### src/rtl/sram_arb_pkg.sv
// Shared types and default widths for the SRAM arbiter and its round-robin picker.
// Holds the arbiter state encoding and a pointer-width helper.
package sram_arb_pkg;

  localparam int DEF_ADDR_WIDTH = 4;
  localparam int DEF_DATA_WIDTH = 8;
  localparam int DEF_N_REQ      = 3;

  typedef enum logic [1:0] {
    ARB_IDLE   = 2'd0,
    ARB_ACCESS = 2'd1,
    ARB_LOCKED = 2'd2
  } arb_state;

  function automatic int ptr_width(input int n);
    return (n > 1) ? $clog2(n) : 1;
  endfunction

endpackage

### src/rtl/rr_pick.sv
// Round-robin pick: first requester at or above rr_ptr, wrapping to the lowest one.
// Purely combinational; winner is one-hot, or all-zero when nothing requests.
module rr_pick #(
  parameter int N  = 3,
  parameter int PW = 2
) (
  input  logic [N-1:0]  req,
  input  logic [PW-1:0] rr_ptr,
  output logic [N-1:0]  winner
);

  localparam logic [N-1:0] ONE = N'(1);

  logic [N-1:0] mask;
  logic [N-1:0] hi;

  // Lowest set bit of the upper window wins; otherwise the lowest set bit overall.
  always_comb begin
    mask   = '0;
    winner = '0;
    for (int i = 0; i < N; i++) begin
      mask[i] = (i >= int'(rr_ptr));
    end
    hi = req & mask;
    if (|hi) begin
      winner = hi & (~hi + ONE);
    end else begin
      winner = req & (~req + ONE);
    end
  end

endmodule

### src/rtl/sram_arbiter.sv
// N-way round-robin SRAM arbiter: access issued the cycle after req, read data one cycle later.
// Burst lock is enabled by SRAM_ARBITER_LOCK_EN; requesters hold req until granted.
module sram_arbiter
  import sram_arb_pkg::*;
#(
  parameter int ADDR_WIDTH = DEF_ADDR_WIDTH,
  parameter int DATA_WIDTH = DEF_DATA_WIDTH,
  parameter int N_REQ      = DEF_N_REQ
) (
  input  logic                        clk,
  input  logic                        rst_n,
  input  logic [N_REQ-1:0]            req,
  input  logic [N_REQ-1:0]            we,
  input  logic [N_REQ*ADDR_WIDTH-1:0] addr,
  input  logic [N_REQ*DATA_WIDTH-1:0] wdata,
  input  logic [N_REQ-1:0]            lock,
  output logic [N_REQ-1:0]            gnt,
  output logic [N_REQ-1:0]            rvalid,
  output logic [DATA_WIDTH-1:0]       rdata,
  output logic                        mem_cs,
  output logic                        mem_we,
  output logic [ADDR_WIDTH-1:0]       mem_addr,
  output logic [DATA_WIDTH-1:0]       mem_wdata,
  input  logic [DATA_WIDTH-1:0]       mem_dout
);

  localparam int PW = ptr_width(N_REQ);

  arb_state              state_q, state_d;
  logic [PW-1:0]         rr_ptr_q, rr_ptr_d;
  logic [N_REQ-1:0]      gnt_q, gnt_d;
  logic [N_REQ-1:0]      rvalid_q, rvalid_d;
  logic                  mem_we_q, mem_we_d;
  logic [ADDR_WIDTH-1:0] mem_addr_q, mem_addr_d;
  logic [DATA_WIDTH-1:0] mem_wdata_q, mem_wdata_d;

  logic [N_REQ-1:0]      elig;
  logic [N_REQ-1:0]      pick;
  logic [N_REQ-1:0]      win;
  logic [PW-1:0]         win_idx;
  logic                  locked_win;
  logic                  win_lock;

  // The requester being served this cycle is masked so one request yields one grant.
  assign elig = req & ~gnt_q;

  rr_pick #(
    .N  (N_REQ),
    .PW (PW)
  ) u_rr_pick (
    .req    (elig),
    .rr_ptr (rr_ptr_q),
    .winner (pick)
  );

`ifdef SRAM_ARBITER_LOCK_EN
  // In LOCKED, gnt_q is the owner; it keeps winning while it holds both req and lock.
  assign locked_win = (state_q == ARB_LOCKED) && |(gnt_q & req & lock);
  assign win_lock   = |(win & lock);
`else
  logic unused_cfg;
  assign locked_win = 1'b0;
  assign win_lock   = 1'b0;
  assign unused_cfg = ^{lock, state_q};
`endif

  assign win = locked_win ? gnt_q : pick;

  always_comb begin
    state_d     = ARB_IDLE;
    rr_ptr_d    = rr_ptr_q;
    win_idx     = '0;
    gnt_d       = win;
    mem_we_d    = |(win & we);
    mem_addr_d  = '0;
    mem_wdata_d = '0;
    for (int i = 0; i < N_REQ; i++) begin
      if (win[i]) begin
        win_idx     = PW'(i);
        mem_addr_d  = addr[i*ADDR_WIDTH +: ADDR_WIDTH];
        mem_wdata_d = wdata[i*DATA_WIDTH +: DATA_WIDTH];
      end
    end
    if (|win) begin
      state_d = win_lock ? ARB_LOCKED : ARB_ACCESS;
      // Pointer stays frozen while a lock owner re-wins.
      if (!locked_win) begin
        rr_ptr_d = (win_idx == PW'(N_REQ - 1)) ? '0 : win_idx + PW'(1);
      end
    end
  end

  assign rvalid_d = mem_we_q ? '0 : gnt_q;

  always_ff @(posedge clk) begin
    if (!rst_n) begin
      state_q     <= ARB_IDLE;
      rr_ptr_q    <= '0;
      gnt_q       <= '0;
      rvalid_q    <= '0;
      mem_we_q    <= 1'b0;
      mem_addr_q  <= '0;
      mem_wdata_q <= '0;
    end else begin
      state_q     <= state_d;
      rr_ptr_q    <= rr_ptr_d;
      gnt_q       <= gnt_d;
      rvalid_q    <= rvalid_d;
      mem_we_q    <= mem_we_d;
      mem_addr_q  <= mem_addr_d;
      mem_wdata_q <= mem_wdata_d;
    end
  end

  assign gnt       = gnt_q;
  assign mem_cs    = |gnt_q;
  assign mem_we    = mem_we_q;
  assign mem_addr  = mem_addr_q;
  assign mem_wdata = mem_wdata_q;
  assign rvalid    = rvalid_q;
  assign rdata     = (|rvalid_q) ? mem_dout : '0;

endmodule
### config.mk
export PLATFORM = sky130hd
export DESIGN_NAME = sram_arbiter
export DESIGN_NICKNAME = d
export VERILOG_FILES = /design/src/rtl/sram_arb_pkg.sv /design/src/rtl/rr_pick.sv /design/src/rtl/sram_arbiter.sv
export SDC_FILE = /design/constraint.sdc
export NUM_CORES = 1
export LEC_CHECK = 0
export BUFFER_PORTS_ARGS = -buffer_cell sky130_fd_sc_hd__buf_2
export CELL_PAD_IN_SITES_DETAIL_PLACEMENT = 1
export CELL_PAD_IN_SITES_GLOBAL_PLACEMENT = 1
export CORE_ASPECT_RATIO = 0.75
export CORE_MARGIN = 1
export CORE_UTILIZATION = 22
export DETAILED_ROUTE_END_ITERATION = 10
export HOLD_SLACK_MARGIN = 0.12
export PLACE_DENSITY_LB_ADDON = 0.1
export SLEW_MARGIN = 20
export SYNTH_ARGS = -nofsm -noshare
export SYNTH_HDL_FRONTEND = slang
export SYNTH_SLANG_ARGS = --single-unit
### constraint.sdc
create_clock -name clk -period 1.25 [get_ports clk]
set_input_delay 0.25 -clock clk [delete_from_list [all_inputs] [get_ports clk]]
set_output_delay 0.25 -clock clk [all_outputs]
set_load 0.01 [all_outputs]
Word-level counts from Yosys, hierarchy flattened:

Cells that the tools add are included.

* flip-flop bits (word level): 21
* output and inout port bits: 28

* $add $sub $neg: 3
* $lt $le $gt $ge: 3
* equal/unequal tests: 1
* mux-type cells: 11
* bitwise logic cells: 9
* reductions and logical operators: 6

Operator list (count)
* 2-to-1 mux 8 bit: 4
* AND 3 bit: 5
* OR reduction 3 bit: 5
* 2-to-1 mux 4 bit: 3
* inverter 3 bit: 3
* adder 3 x 1 -> 3 bit (second input constant): 2
* >= comparator 1 x 2 -> 1 bit (first input constant): 2
* 2-to-1 mux 2 bit: 2
* 2-to-1 mux 3 bit: 1
* adder 2 x 1 -> 2 bit (second input constant): 1
* == test 2 bit (second input constant): 1
* >= comparator 2 bit (first input constant): 1
* OR reduction 2 bit: 1
* 2-to-1 mux 1 bit: 1
* inverter 1 bit: 1

Longest topological paths before layout:

Gate-level depths: netlist of run 1.

* depth after elaboration: 11
* depth in mapped cells: 5
* depth with buffers taken out: 4

Hierarchy:

A second synthesis of run 1 with hierarchy kept.

* cells, all modules: 106
* area total of the unflattened synthesis: 989.7 µm²

By module, submodules not included
* sram_arbiter: times used 1, cells an instance 96, area each 918.4 µm², seq. area each 420.4 µm²
* rr_pick: times used 1, cells an instance 10, area each 71.3 µm², seq. area each 0.0 µm²

Worst setup path before layout of run 1:

OpenSTA, ideal clock, no wires.

* path type: reg2reg
* start point: register gnt_q[0], in the netlist gnt[0]
* end point: register mem_addr_q[0], in the netlist mem_addr[0]
* library setup time: 122 ps
* arrival: 1315 ps
* path slack: -187 ps
* cell stages (with the launch flop): 6
* buffers on the path: 1
* cell sequence: dfxtp_1 -> nand2b_1 -> o21bai_1 -> a21oi_2 -> buf_2 -> a221o_1

* longest elaborated chain between the ends: 10
* elaborated cells on any way between the ends: 14
* classes of those cells: 2 x add/sub; 4 x mux; 7 x bitwise; 1 x reduce/logical

Ends and longest elaborated chain
* start: declaration: line sram_arbiter.sv:31 `logic [N_REQ-1:0] gnt_q, gnt_d;`
* start signal: assignment: line sram_arbiter.sv:107 `gnt_q <= gnt_d;`
* inverter 3 bit *: line sram_arbiter.sv:45 `assign elig = req & ~gnt_q;`
* AND 3 bit *: line sram_arbiter.sv:45
* AND 3 bit: line rr_pick.sv:24 `hi = req & mask;`
* inverter 3 bit: line rr_pick.sv:26 `winner = hi & (~hi + ONE);`
* adder 3 x 1 -> 3 bit: line rr_pick.sv:26
* AND 3 bit: line rr_pick.sv:26
* 2-to-1 mux 3 bit *: line rr_pick.sv:25 `if (|hi) begin`
* 2-to-1 mux 4 bit (2 in series): line sram_arbiter.sv:78 `if (win[i]) begin`
* 2-to-1 mux 4 bit *: line sram_arbiter.sv:78
* end signal: assignment: line sram_arbiter.sv:110 `mem_addr_q <= mem_addr_d;`
* end: declaration: line sram_arbiter.sv:34 `logic [ADDR_WIDTH-1:0] mem_addr_q, mem_addr_d;`

Mark *: on every way between the ends. The rest lies on a longest branch, timed or not.
A chain may end at the register's enable or synchronous reset.

Worst setup path in the final report of run 1:

* start point: register gnt_q[2], in the netlist gnt[2]
* end point: output mem_cs

* longest elaborated chain between the ends: 1

Ends and longest elaborated chain
* OR reduction 3 bit: line sram_arbiter.sv:116 `assign mem_cs = |gnt_q;`
* end: declaration: line sram_arbiter.sv:20 `output logic mem_cs,`

No other way between the ends.

==> metrics.yaml, run 1 <==
setup_path:
  crit_fanout: 3
  cp_cell_sequence: "buf_6, or3_1, buf_2"
  regToRegSetupSlack_ns: -0.18
  reg2reg_from: "rr_ptr_q[0]$_SDFFE_PN0P_"
  critPathBufInv: 2
  path_class: "reg -> out"
  critPathCapture: "mem_cs"
  worst_setup_path_start_kind: "flop"
  timing.rr.end: "mem_wdata[7]$_SDFF_PN0_"
  critPathTopFamily: "simple AND/OR/NAND/NOR gates"
  crit_cells: 3
  crit_start: "gnt[2]$_SDFF_PN0_"
  cp_slowest_cell: "or3_1"
  crit_path_end_kind: "primary output"
  cp.arrival_ns: 1.20
  reg2reg_depth: 5
  max_stage_delay_ns: 0.35
  required_ns: 1.00
clock_tree:
  clock_path_buffers: 2
  cts_max_level: 1
  cts_tree: "built"
  clk_latency_ns: 0.26
  cts_num_sinks: 21
  clk_pin_slew_ns: 0.07
  numCtsBuffers: 3
  cts_hold_buffers: 0
  cts_root_buffer: "clkbuf_8"
cells_and_area:
  multiInputGateArea_um2: 520.5
  syn_to_final_growth_pct: 75.88
  nets: 241
  layout-drive-gt1-share: 0.6595
  n_fill_cell: 512
  utilization: 0.4028
  register_area_um2: 431.7
  diodes: 0
  stdcell_count: 240
drt:
  wirelength_mm: 2.923
  drt_iter0_markers: 11
  drc: 0
  antenna_left: 0
  vias: 1055
  dr.pass1.iters: 4
  avgRoutedWirePerCell_um: 12.18
  vias_per_cell: 4.396
timing:
  fmax_mhz: 688.4
  relSlewSlack: 0.8168
  period_share: 1.162
  rsz0062_at_grt: "true"
  fin_ws_ns: -0.2026
  hold_viol: 0
  skew_ns: 0.002264
  min_period_ns: 1.453
  slew_viol_final: 0
  setup_viol: 22
  worst_slew_pin_slew_ns: 0.2736
global_route:
  grt_max_degree: 15
  antenna_found_initial: 0
  grt_pass1_vias: 1009
  grt_remaining_overflow: 0
  grt_pass1_wl_mm: 4.664
  grtUsageTotal: 0.1340
synth:
  yosysTopAreaCellShare: 0.4528
  synth.area.top_cells: "dfxtp_1, a221o_1, and2_1"
  synth.cell_area_um2: 928.4
  synth-seq-cells: 21
  syn_avg_cell_area_um2: 10.55
  yosysWarnings: 0
  syn_nets: 143
  synthDistinctLibCells: 26
  seq_area_frac_synth: 0.4528
  synth_area_leader_cell: "dfxtp_1"
  netlist_instances: 88
placed_design:
  portBuffers: 79
  gp_congestion: 0.7693
  hpwlAfterDp_mm: 2.394
  post-place-cells: 233
die:
  core_um2: 4054
  rows: 20
  die_width_um: 77.01
  fp.dieH_um: 58.26
  io_pins: 83
  die_area_um2: 4487
  start_util: 0.2290
pwr:
  ir_drop_mv: 0.3419
  power.leakage_nw: 0.8446
  power.density_nw_per_um2: 1029
job:
  cap_violations: 0
worst_hold_path:
  hp-start: "addr[9]"
  hold_path_class: "in -> reg"
outcome:
  failed_checks: "setup timing"
  status: "finished with violations"
-- cells in the mapped netlist, drive strengths merged --
| library cell | count |
|---|---|
| and2 | 16 |
| nor2 | 4 |
| nor4 | 1 |
| a221o | 13 |
| nand3 | 1 |
| inv | 1 |
| buf | 3 |
| nand3b | 1 |
| nor3 | 2 |
| or3 | 1 |
| o22ai | 1 |
| and2b | 1 |
| nand2 | 1 |
| nand2b | 2 |
| o21ai | 1 |
| nor4b | 1 |
| and3b | 1 |
| nor3b | 1 |
| dfxtp | 21 |
| nor2b | 10 |
| and4bb | 1 |
| o21bai | 1 |
| a21oi | 3 |
-- cells in the final DEF, fill, tap and decap left out, types with 2 or more instances in the layout --
| master | count |
|---|---|
| a21oi_1 | 2 |
| a221o_1 | 13 |
| and2_1 | 10 |
| and2_4 | 6 |
| buf_12 | 2 |
| buf_2 | 79 |
| buf_4 | 11 |
| buf_6 | 4 |
| clkbuf_8 | 3 |
| dfxtp_1 | 14 |
| dfxtp_2 | 6 |
| nor2_1 | 4 |
| nor2b_1 | 7 |
| nor2b_2 | 2 |
-- sequential cells by signal (all words and copies together) (netlist names) --
name and cells:
rvalid 3, rr_ptr_q 2, mem_wdata 8, gnt 3, mem_we 1, mem_addr 4
-- layout make-up --
| cell class | count | share of cell area |
|---|---|---|
| inverter | 1 | 0.002299 |
| clock buffer | 4 | 0.02759 |
| tap | 55 | 0.04215 |
| timing repair buffer | 96 | 0.3448 |
| sequential | 21 | 0.2644 |
| multi-input combinational | 63 | 0.3188 |
-- metrics by stage --
step                      cell area [µm²]  worst slack, ns  TNS, ns  hold slack (ns)  power, mW
after global routing                 1633          -0.2589   -4.605           0.2022      1.791
after detailed placement             1519          -0.2162   -2.548           0.4789      1.238
after floorplan                     948.4          -0.1013  -0.9114           0.3878     0.9881
final                                1633          -0.2026   -3.081           0.2124      1.680
after global placement               1519          -0.1874   -2.252           0.4735      1.227
after CTS                            1599          -0.2220   -3.220           0.2031      1.706
-- cells by family (layout without fill, tap and decap cells) --
kind of cell           count (synthesis)  in the layout  synth area share
flip-flops                            21             21            0.4528
buffers and inverters                  4            101           0.02964
AND/OR/NAND/NOR                       44             44            0.3369
AO/OA/AOI/OAI                         19             19            0.1806
-- power breakdown --
group,total (mW),internal (mW),switching [mW]
Combinational,0.480,0.275,0.205
Clock,0.437,0.227,0.210
Sequential,0.763,0.734,0.0290
Total,1.68,1.24,0.444
-- routing by layer --
metal  vias up  wire [µm]  track usage
li1        514          -            -
met1       485       1157       0.1491
met5         -          0            0
met4         0          8      0.02426
met2        54       1468       0.2462
met3         2        288      0.05354
-- worst min-delay path by stage --
stage	endpoint	slack, ns	cells after the start
after floorplan	mem_addr[0]$_SDFF_PN0_	0.39	1
after global placement	mem_addr[1]$_SDFF_PN0_	0.47	2
after detailed placement	mem_addr[1]$_SDFF_PN0_	0.48	2
after CTS	mem_wdata[0]$_SDFF_PN0_	0.20	2
after global routing	mem_wdata[3]$_SDFF_PN0_	0.20	2
final	mem_addr[1]$_SDFF_PN0_	0.21	2
-- what timing repair did --
action,4_1_cts,5_1_grt
pin swaps,2,1
cloned,0,0
setup endpoints to repair,22,22
buffers inserted,2,2
resized for setup,9,8
No activity file was read; power rests on OpenSTA's default activity.
==> run 2: changes to the inputs <==
--- a/config.mk
+++ b/config.mk
@@ -10,7 +10,7 @@
 export CELL_PAD_IN_SITES_GLOBAL_PLACEMENT = 1
 export CORE_ASPECT_RATIO = 0.75
 export CORE_MARGIN = 1
-export CORE_UTILIZATION = 22
+export CORE_UTILIZATION = 25
 export DETAILED_ROUTE_END_ITERATION = 10
 export HOLD_SLACK_MARGIN = 0.12
 export PLACE_DENSITY_LB_ADDON = 0.1
==> constraint.sdc (replaced) <==
create_clock -name clk -period 1.4 [get_ports clk]
set_input_delay 0.28 -clock clk [delete_from_list [all_inputs] [get_ports clk]]
set_output_delay 0.28 -clock clk [all_outputs]
set_load 0.01 [all_outputs]
==> metrics.yaml, run 2 (same netlist as run 1, synthesis figures left out) <==
setup_path:
  cp.arrival_ns: 1.20
  cp_cell_sequence: "buf_6, or3_1, buf_2"
  cp_slowest_cell: "or3_1"
  path_class: "reg -> out"
  crit_start: "gnt[2]$_SDFF_PN0_"
  timing.rr.end: "mem_addr[1]$_SDFF_PN0_"
  max_stage_delay_ns: 0.35
  crit_fanout: 3
  reg2reg_from: "rr_ptr_q[0]$_SDFFE_PN0P_"
  required_ns: 1.12
  crit_cells: 3
  critPathBufInv: 2
  reg2reg_depth: 5
  regToRegSetupSlack_ns: -0.07
  critPathTopFamily: "simple AND/OR/NAND/NOR gates"
  worst_setup_path_start_kind: "flop"
  critPathCapture: "mem_cs"
  crit_path_end_kind: "primary output"
cells_and_area:
  syn_to_final_growth_pct: 73.72
  layout_commonest_cell: "buf_2"
  design_area_um2: 1613
  nets: 238
  diodes: 0
  largest_reg_flops: 8
  most-common-layout-cells: "buf_2, dfxtp_1, a221o_1"
  layout-drive-gt1-share: 0.6703
  stdcell_count: 232
placed_design:
  post_dp_cell_area_um2: 1465
  portBuffers: 79
  post-place-cells: 225
  post-place-ws_ns: -0.2679
  gp_congestion: 0.7288
  hpwlAfterDp_mm: 2.414
clock_tree:
  cts_num_sinks: 21
  cts_root_buffer: "clkbuf_8"
  clock_path_buffers: 2
  clk_latency_ns: 0.25
  numCtsBuffers: 3
  clk_pin_slew_ns: 0.07
  cts_max_level: 1
  cts_tree: "built"
  cts_hold_buffers: 0
die:
  start_util: 0.2712
  fp.dieH_um: 54.78
  io_pins: 83
  rows: 18
  die_area_um2: 3964
  die_width_um: 72.37
  core_um2: 3423
global_route:
  grt_max_degree: 15
  grt_remaining_overflow: 0
  antenna_found_initial: 0
  grt_pass1_vias: 952
  grt_pass1_wl_mm: 4.360
  grtUsageTotal: 0.1509
timing:
  setup_viol: 14
  rsz0062_at_grt: "true"
  worst_slew_pin_slew_ns: 0.2881
  period_share: 1.055
  fmax_mhz: 677.2
  skew_ns: 0.002048
  min_period_ns: 1.477
  hold_viol: 0
  relSlewSlack: 0.8071
  slew_viol_final: 0
  fin_ws_ns: -0.07669
  fin_tns_setup_ns: -0.6341
drt:
  drc: 0
  wirelength_mm: 3.088
  vias: 1036
  antenna_left: 0
  drt_iter0_markers: 19
  avgRoutedWirePerCell_um: 13.31
  vias_per_cell: 4.466
  dr.pass1.iters: 4
outcome:
  status: "finished with violations"
  failed_checks: "setup timing"
worst_hold_path:
  hold_path_class: "in -> reg"
pwr:
  power_mw: 1.502
  power.leakage_nw: 0.8316
  power.density_nw_per_um2: 931.6
  ir_drop_mv: 0.4477
job:
  cap_violations: 0
## run 2: cell types whose count changed in the layout (fill, tap and decap cells not counted), sizes merged
cell | previous run | this run
buf | 96 | 93
## run 2: report_power, final
group          leakage (nW)  internal, mW  total, mW  switching, mW
sequential            0.176         0.656      0.683         0.0271
clock                0.0228         0.202      0.389          0.186
combinational         0.633         0.243      0.431          0.188
total                 0.832          1.10       1.50          0.402
## run 2: area by class of cell
| type | instances | area [µm²] |
|---|---|---|
| fill | 417 | 1810 |
| timing repair buffer | 93 | 536.8 |
| multi-input combinational | 63 | 534.3 |
| sequential | 21 | 430.4 |
| tap | 50 | 62.56 |
| clock buffer | 4 | 45.04 |
| inverter | 1 | 3.754 |
## run 2: stage by stage
| stage | utilization | hold slack, ns |
|---|---|---|
| detailed placement | 0.4280 | 0.5068 |
| CTS | 0.4558 | 0.2312 |
| global route | 0.4711 | 0.2319 |
| floorplan | - | 0.4178 |
| global placement | 0.4280 | 0.5025 |
| finish | 0.4711 | 0.2410 |
## run 2: timing repair
| item | in CTS | in global routing |
|---|---|---|
| endpoints found under the setup margin | 16 | 22 |
| endpoints found under the hold margin | 0 | 0 |
| pin swaps | 3 | 7 |
| resized for setup | 10 | 15 |
| cloned | 0 | 0 |
| setup buffers | 2 | 3 |
## run 2: worst reg2reg max path, delay by kind of cell, from the launching register on
kind / cells / cell delay, ns
AND/OR/NAND/NOR: 3 / 0.56
buffers and inverters: 1 / 0.17
AO/OA/AOI/OAI: 1 / 0.25
flip-flops: 1 / 0.37
## run 2: worst min path at each step
| stage | start | endpoint | slack (ns) | cells past startpoint |
|---|---|---|---|---|
| 5_1_grt | we[2] | mem_we$_SDFF_PN0_ | 0.23 | 2 |
| 6_report | wdata[21] | mem_wdata[5]$_SDFF_PN0_ | 0.24 | 2 |
| 3_5_place_dp | wdata[18] | mem_wdata[2]$_SDFF_PN0_ | 0.51 | 2 |
| 3_3_place_gp | wdata[22] | mem_wdata[6]$_SDFF_PN0_ | 0.50 | 2 |
| 4_1_cts | wdata[18] | mem_wdata[2]$_SDFF_PN0_ | 0.23 | 2 |
| 2_1_floorplan | addr[8] | mem_addr[0]$_SDFF_PN0_ | 0.42 | 1 |
## run 2: metal layers
| metal | wire (µm) | GRT usage | vias to the layer above |
|---|---|---|---|
| li1 | - | - | 508 |
| met1 | 1219 | 0.1663 | 474 |
| met2 | 1601 | 0.2804 | 52 |
| met3 | 256 | 0.05709 | 2 |
| met4 | 10 | 0.03595 | 0 |
| met5 | 0 | 0 | - |
